`config.mk`:
```
export PLATFORM = sky130hd
export DESIGN_NAME = result_bcd_capture
export DESIGN_NICKNAME = d
export VERILOG_FILES = /design/src/rtl/result_bcd_capture.sv
export SDC_FILE = /design/constraint.sdc
export NUM_CORES = 1
export LEC_CHECK = 0
export ABC_CLOCK_PERIOD_IN_PS = 1600
export CAP_MARGIN = 20
export CORE_UTILIZATION = 52
export DETAILED_ROUTE_END_ITERATION = 8
export PLACE_DENSITY = 0.78
export SYNTH_ARGS = -nofsm -noshare
export SYNTH_HDL_FRONTEND = slang
export SYNTH_SLANG_ARGS = --single-unit
```
`constraint.sdc`:
```
create_clock -name clk -period 1.6 [get_ports clk]
set_input_delay 0.24 -clock clk [delete_from_list [all_inputs] [get_ports clk]]
set_output_delay 0.24 -clock clk [all_outputs]
set_load 0.03 [all_outputs]
```
`src/rtl/result_bcd_capture.sv`:
```
// result_bcd_capture
// Captures the evaluator result on each rising edge of result_valid_in.
// It converts the result to packed BCD with a sequential shift-add-3
// (double-dabble) engine and holds the digits for display.
// Optional feature macro: SEVSEG_EN adds the active-low seven-segment
// outputs hex_n, with leading-zero blanking.

module result_bcd_capture #(
  parameter int DATA_W = 8,
  parameter int NDIG   = 3
) (
  input  logic                clk,
  input  logic                reset,
  input  logic [DATA_W-1:0]   result_in,
  input  logic                result_valid_in,
  output logic [4*NDIG-1:0]   bcd_out,
  output logic                bcd_valid,
  output logic                busy,
  output logic                overrun,
  output logic [7:0]          conv_count
`ifdef SEVSEG_EN
  ,
  output logic [7*NDIG-1:0]   hex_n
`endif
);

  localparam int SHIFT_W = 4*NDIG + DATA_W;
  localparam int CNT_W   = $clog2(DATA_W + 1);
  localparam logic [CNT_W-1:0] LAST_ITER = CNT_W'(DATA_W - 1);

  function automatic longint unsigned pow10(input int n);
    longint unsigned p;
    p = 1;
    for (int i = 0; i < n; i++) p = p * 10;
    return p;
  endfunction

  localparam longint unsigned MAX_DEC = pow10(NDIG);
  localparam longint unsigned MAX_BIN = (64'd1 << DATA_W) - 64'd1;

  // NDIG digits must be able to represent the largest DATA_W-bit value
  if (MAX_DEC <= MAX_BIN) begin : g_param_check
    $error("result_bcd_capture: NDIG too small for DATA_W");
  end

  typedef enum logic {IDLE, CONVERT} state_t;

  state_t               state;
  state_t               next_state;
  logic                 valid_d;
  logic                 capture_edge;
  logic                 last_iter;
  logic [CNT_W-1:0]     iter_cnt;
  logic [SHIFT_W-1:0]   shift_q;
  logic [SHIFT_W-1:0]   shift_adj;
  logic [SHIFT_W-1:0]   shift_next;

  assign capture_edge = result_valid_in & ~valid_d;
  assign last_iter    = (state == CONVERT) && (iter_cnt == LAST_ITER);
  assign busy         = (state == CONVERT);

  // One double-dabble step: add 3 to each BCD nibble >= 5, then shift left
  always_comb begin
    shift_adj = shift_q;
    for (int d = 0; d < NDIG; d++) begin
      if (shift_q[DATA_W + 4*d +: 4] >= 4'd5)
        shift_adj[DATA_W + 4*d +: 4] = shift_q[DATA_W + 4*d +: 4] + 4'd3;
    end
    shift_next = {shift_adj[SHIFT_W-2:0], 1'b0};
  end

  // State register
  always_ff @(posedge clk) begin
    if (reset) state <= IDLE;
    else       state <= next_state;
  end

  // Next-state logic: edges while converting never restart the engine
  always_comb begin
    next_state = state;
    case (state)
      IDLE:    if (capture_edge) next_state = CONVERT;
      CONVERT: if (last_iter)    next_state = IDLE;
      default: next_state = IDLE;
    endcase
  end

  // Datapath: edge detect, shift engine, result hold and status counters
  always_ff @(posedge clk) begin
    if (reset) begin
      valid_d    <= 1'b0;
      iter_cnt   <= '0;
      shift_q    <= '0;
      bcd_out    <= '0;
      bcd_valid  <= 1'b0;
      overrun    <= 1'b0;
      conv_count <= '0;
    end else begin
      valid_d   <= result_valid_in;
      bcd_valid <= 1'b0;
      if (state == IDLE && capture_edge) begin
        shift_q  <= {{(4*NDIG){1'b0}}, result_in};
        iter_cnt <= '0;
      end else if (state == CONVERT) begin
        shift_q  <= shift_next;
        iter_cnt <= iter_cnt + CNT_W'(1);
        if (last_iter) begin
          bcd_out    <= shift_next[SHIFT_W-1 -: 4*NDIG];
          bcd_valid  <= 1'b1;
          conv_count <= conv_count + 8'd1;
        end
      end
      if (state == CONVERT && capture_edge) overrun <= 1'b1;
    end
  end

`ifdef SEVSEG_EN
  function automatic logic [6:0] seg_decode(input logic [3:0] digit);
    case (digit)
      4'd0:    return 7'b1000000;
      4'd1:    return 7'b1111001;
      4'd2:    return 7'b0100100;
      4'd3:    return 7'b0110000;
      4'd4:    return 7'b0011001;
      4'd5:    return 7'b0010010;
      4'd6:    return 7'b0000010;
      4'd7:    return 7'b1111000;
      4'd8:    return 7'b0000000;
      4'd9:    return 7'b0010000;
      default: return 7'h7F;
    endcase
  endfunction

  // Segment decode with leading-zero blanking, scanning from the top digit
  always_comb begin
    logic       lead;
    logic [3:0] digit;
    hex_n = '1;
    lead  = 1'b1;
    digit = '0;
    for (int d = NDIG-1; d >= 0; d--) begin
      digit = bcd_out[4*d +: 4];
      if (digit != 4'd0) lead = 1'b0;
      if (lead && d != 0) hex_n[7*d +: 7] = 7'h7F;
      else                hex_n[7*d +: 7] = seg_decode(digit);
    end
  end
`endif

endmodule

```
## After elaboration in Yosys (flattened, before gate mapping)

Cells that the tools add are included.

- $add $sub $neg: 5
- Multiply operators: 0
- Divide/modulo/power cells: 0
- Magnitude comparators: 3
- Eq/ne operators: 1
- Shifts and indexed selects: 0
- Multiplexer cells: 9
- Bitwise gates (word level): 4
- Reduce and logical (&&, ||, !) cells: 7

Operator list:

| kind | number |
|---|---|
| 8-bit two-way mux | 2 |
| 4-bit by 3-bit greater-or-equal comparator with 1-bit output (second input constant) | 3 |
| 4-bit by 2-bit adder with 4-bit output (second input constant) | 2 |
| 8-bit by 1-bit adder with 8-bit output (second input constant) | 1 |
| 4-bit two-way mux | 2 |
| 4-bit by 1-bit adder with 4-bit output (second input constant) | 1 |
| 4-bit by 3-bit equality test with 1-bit output (second input constant) | 1 |
| 3-bit by 2-bit adder with 3-bit output (second input constant) | 1 |
| 1-bit logical AND | 3 |
| 1-bit two-way mux | 3 |
| 3-bit two-way mux | 1 |
| 1-bit NOT | 3 |
| 3-bit AND reduction | 1 |
| 3-bit OR reduction | 1 |
| 1-bit one-hot mux with 2 select lines | 1 |
| 2-bit nonzero test | 1 |
| 2-bit OR reduction | 1 |
| 1-bit AND | 1 |

- Bits in registers: 48
- Bits in latches: 0
- Bits in writable memories: 0
- ROM bits: 0
- Input bits: 11
- Output and inout bits: 23
- Word-level logic and storage cells: 38
- Memories: 0

## Longest topological paths before layout

- Depth in word-level cells: 5
- Mapped depth: 7
- Depth with buffers taken out: 6

## Worst setup path before layout

Ideal clock, no wire load.

- Kind: register -> register
- Start: reg shift_q[9]
- End: reg bcd_out[2]
- Library setup time: 75 ps
- Data arrival time: 1371 ps
- Required time: 1525 ps
- Slack: 154 ps
- Stages on the path, launching flop included: 7
- Buffers on the path: 0
- Clock period less this slack: 1446 ps
- Cells stage by stage: dfxtp_1 inv_1 ha_1 nand2b_1 a21oi_1 mux2_2 o22ai_1

- Cells in the longest elaborated chain, start to end: 2
- Elaborated cells on any way between the ends: 3
- Classes of those cells: add/sub: 1; order compare: 1; mux: 1

Ends and longest elaborated chain:

| what | RTL line | RTL |
|---|---|---|
| from (decl) | 54 | `logic [SHIFT_W-1:0] shift_q;` |
| from (signal assigned) | 102 | `shift_q <= {{(4*NDIG){1'b0}}, result_in};` |
| from (signal assigned) | 105 | `shift_q <= shift_next;` |
| 4-bit by 2-bit adder with 4-bit output or 4-bit by 3-bit greater-or-equal comparator with 1-bit output (tied branches) | 67, 66 |  |
| 4-bit two-way mux * | 66 | `if (shift_q[DATA_W + 4*d +: 4] >= 4'd5)` |
| to (signal assigned) | 108 | `bcd_out <= shift_next[SHIFT_W-1 -: 4*NDIG];` |
| to (decl) | 16 | `output logic [4*NDIG-1:0] bcd_out,` |

Mark *: on every way between the ends. The rest lies on a longest branch, timed or not.
A chain may end at the register's enable or synchronous reset.

## Final worst setup path

- Start: reg conv_count[0]
- End: out conv_count[0]

RTL lines:

| what | RTL line | RTL |
|---|---|---|
| from (decl) | 20 | `output logic [7:0] conv_count` |
| from (signal assigned) | 110 | `conv_count <= conv_count + 8'd1;` |

No word-level cell between the ends.

==> metrics.txt <==
overflow left after global routing=0; insertion delay to the later sink of the worst-skew pair=290 ps; deepest level of the CTS H-tree=2; Worst path top cell family by delay=buffers and inverters; Async S/R FF share, synth=0%; worst min-delay path class=reg -> reg; 1st-iter DRT viols=87; leading post-synthesis cells by cell area=sky130_fd_sc_hd__dfxtp_1 (46%), sky130_fd_sc_hd__a21oi_1 (5.5%), sky130_fd_sc_hd__nand2_1 (5.0%); Antenna Nets Post-Route=0; Detailed Routing Iterations Pass 1=4; DRT Wirelength=4370 um; clock-pin slew on the worst setup and hold paths=80 ps; DRC errors left=0; clk_skew=4.67 ps; final weighted congestion of routability-driven global placement=0.808; maximum number of pins on one net before global-route repair=21; CP cell instances=clkdlybuf4s50_1; worst path required time=1360 ps; DIE WIDTH=65.6 um; count of flip-flops with a built-in enable after synthesis=0; share of the synthesized area in the top cell type=45.6%; most frequent cells after synthesis=sky130_fd_sc_hd__dfxtp_1 (48), sky130_fd_sc_hd__nand2_1 (28), sky130_fd_sc_hd__nor2_1 (25); post-route worst hold slack=464 ps; RSZ-0062 raised after global routing=false; Net Switching=501 uW; ratio of routed vias to standard cells=5.31; I/O Buffers=33; register-to-register setup slack=60 ps; number of max-capacitance violations reported=0; longest individual stage delay on the worst path=680 ps; hpwl dp=3090 um; total die area=4310 um2; number of hold buffers added after CTS=0; Routed wire per std cell=13.1 um; highest attainable clock frequency=642 MHz; growth of design area from synthesis to finish=27.2%; I/O pin count=34; CP endpoint kind=output port; Hold Fails Final Rpt=0; power per cell area=792 nW/um2; Final min period=1560 ps; crit path buf inv count=1; count of unique library cells instantiated by Yosys=31; Combinational Power Share=9.9%; worst relative slew slack=78.0%; switching power as a share of total power=23.6%; Cell Int Power=1.62 mW; post-synthesis sequential area ratio=45.6%; most frequently used cell type in the post-synthesis netlist=sky130_fd_sc_hd__dfxtp_1; root buffer cell=sky130_fd_sc_hd__clkbuf_8; worst setup path category=reg -> out; slowest cell on the critical path=sky130_fd_sc_hd__clkdlybuf4s50_1; standby leakage power=1.08 nW; number of nets in the layout=304; first-pass GRT wire length=6760 um; post-layout utilization of the core=71.0%; Synth Net Count=257; most area-hungry cell type in the Yosys netlist=sky130_fd_sc_hd__dfxtp_1; Worst Tran Pin Value=330 ps; synthesized area per cell=8.85 um2; overall via count from detail_route=1,767; placeable core region=3770 um2; flip-flop cell with the highest count after synthesis=sky130_fd_sc_hd__dfxtp_1; number of global-route vias before repair=1,519; number of antenna violations at the first check in global routing=0; peak fanout along the critical path=2; maximum buffer depth of the clock tree=2; Synth Warn #=0; mapped cell area=2110 um2; Sinks on Clock Net=48; fraction of the cycle the final worst path needs=97.3%; part of the power in the clock network=31.8%; run status=complete, no violations; Cell Rows=22; synthesized flop and latch total=48; TritonCTS clock tree=done; starting density of the core=55.8%; proportion of layout cells with a drive suffix above 1=14.4%; Final Max Slew Viols=0; final count of negative-setup-slack endpoints=0; total global routing track utilization=20.7%; Diodes inserted=0; data arrival time of the worst path=1320 ps; clock buffer count from CTS=5; Reg power frac=58.3%; height of the die=65.6 um; instance count of the mapped netlist=238; critical path launch point type=flip-flop; IR Drop Worst-Case VDD=0.000732 V
kinds of logic after synthesis:
kind of cell / share of synthesized area [%]
muxes: 6.24
AOI/OAI and AO/OA: 13.5
buffers and inverters: 4.81
and+or+nand+nor: 19.6
xor gates and xnor gates: 5.41
adders and majority gates: 4.75
DFF: 45.6
layer usage:
metal / vias up / track usage (%) / share of wire (%)
met5: - / 0 / 0
met2: 42 / 34.6 / 49
li1: 908 / - / -
met1: 813 / 25.9 / 45
met4: 0 / 7.88 / 0.87
met3: 4 / 4.34 / 4.3
sequential cells by signal (all words and copies together), names as in the netlist:
name        cells
bcd_out        12
conv_count      8
busy            1
iter_cnt        4
bcd_valid       1
overrun         1
shift_q        20
valid_d         1
power by group through the flow:
stage	registers, mW	logic, mW	clock network (mW)
6_report	1.23	0.211	0.674
3_3_place_gp	1.26	0.202	0
5_1_grt	1.24	0.230	0.732
2_1_floorplan	1.27	0.123	0
4_1_cts	1.23	0.208	0.680
3_5_place_dp	1.26	0.206	0
placed cells by master (no fill, tap or decap), drive strengths merged, types with 2 or more instances in the layout:
| cell type | n |
|---|---|
| nand4 | 6 |
| buf | 21 |
| o22ai | 7 |
| nand3 | 5 |
| xnor2 | 5 |
| or3 | 3 |
| a21o | 2 |
| and3 | 2 |
| mux2 | 9 |
| o21ai | 10 |
| clkdlybuf4s50 | 27 |
| inv | 8 |
| nand2 | 28 |
| nor2b | 2 |
| nand2b | 10 |
| dlygate4sd2 | 2 |
| a211oi | 7 |
| a21oi | 23 |
| nor3b | 2 |
| nor2 | 25 |
| ha | 8 |
| xor2 | 8 |
| dlymetal6s2s | 3 |
| dfxtp | 48 |
| mux2i | 3 |
| clkbuf | 6 |
layout make-up:
class                      count  area [um2]
multi-input combinational    169        1050
timing repair buffer          53         495
tap                           48        60.1
clock inverter                 1        5.00
sequential                    48         962
fill                         289        1090
inverter                       8        30.0
clock buffer                   6        72.6
worst paths after layout:
check                                  to                       start  depth (start not counted)
setup reg to reg  bcd_out[6]$_SDFFE_PP0P_    shift_q[13]$_SDFFE_PP0P_                          6
hold reg to reg   shift_q[5]$_SDFFE_PP0P_     shift_q[4]$_SDFFE_PP0P_                          2
hold / removal    shift_q[5]$_SDFFE_PP0P_     shift_q[4]$_SDFFE_PP0P_                          2
setup / recovery            conv_count[0]  conv_count[0]$_SDFFE_PP0P_                          1
repair_timing:
action | CTS | global route
cloned | 0 | 0
resized for setup | 2 | 7
setup endpoints to repair | 2 | 11
pin swaps | 0 | 2
buffers inserted | 0 | 1
metrics by stage:
step	TNS [ps]	total power [mW]	instance area, um2	cells	worst slack [ps]
2_1_floorplan	0	1.39	2110	238	154
3_3_place_gp	-95.7	1.46	2580	325	-34.6
3_5_place_dp	-457	1.47	2580	325	-64.5
4_1_cts	0	2.12	2650	332	1.24
5_1_grt	0	2.20	2680	333	0.702
6_report	0	2.12	2680	333	43.3
(Power assumes the default switching activity.)
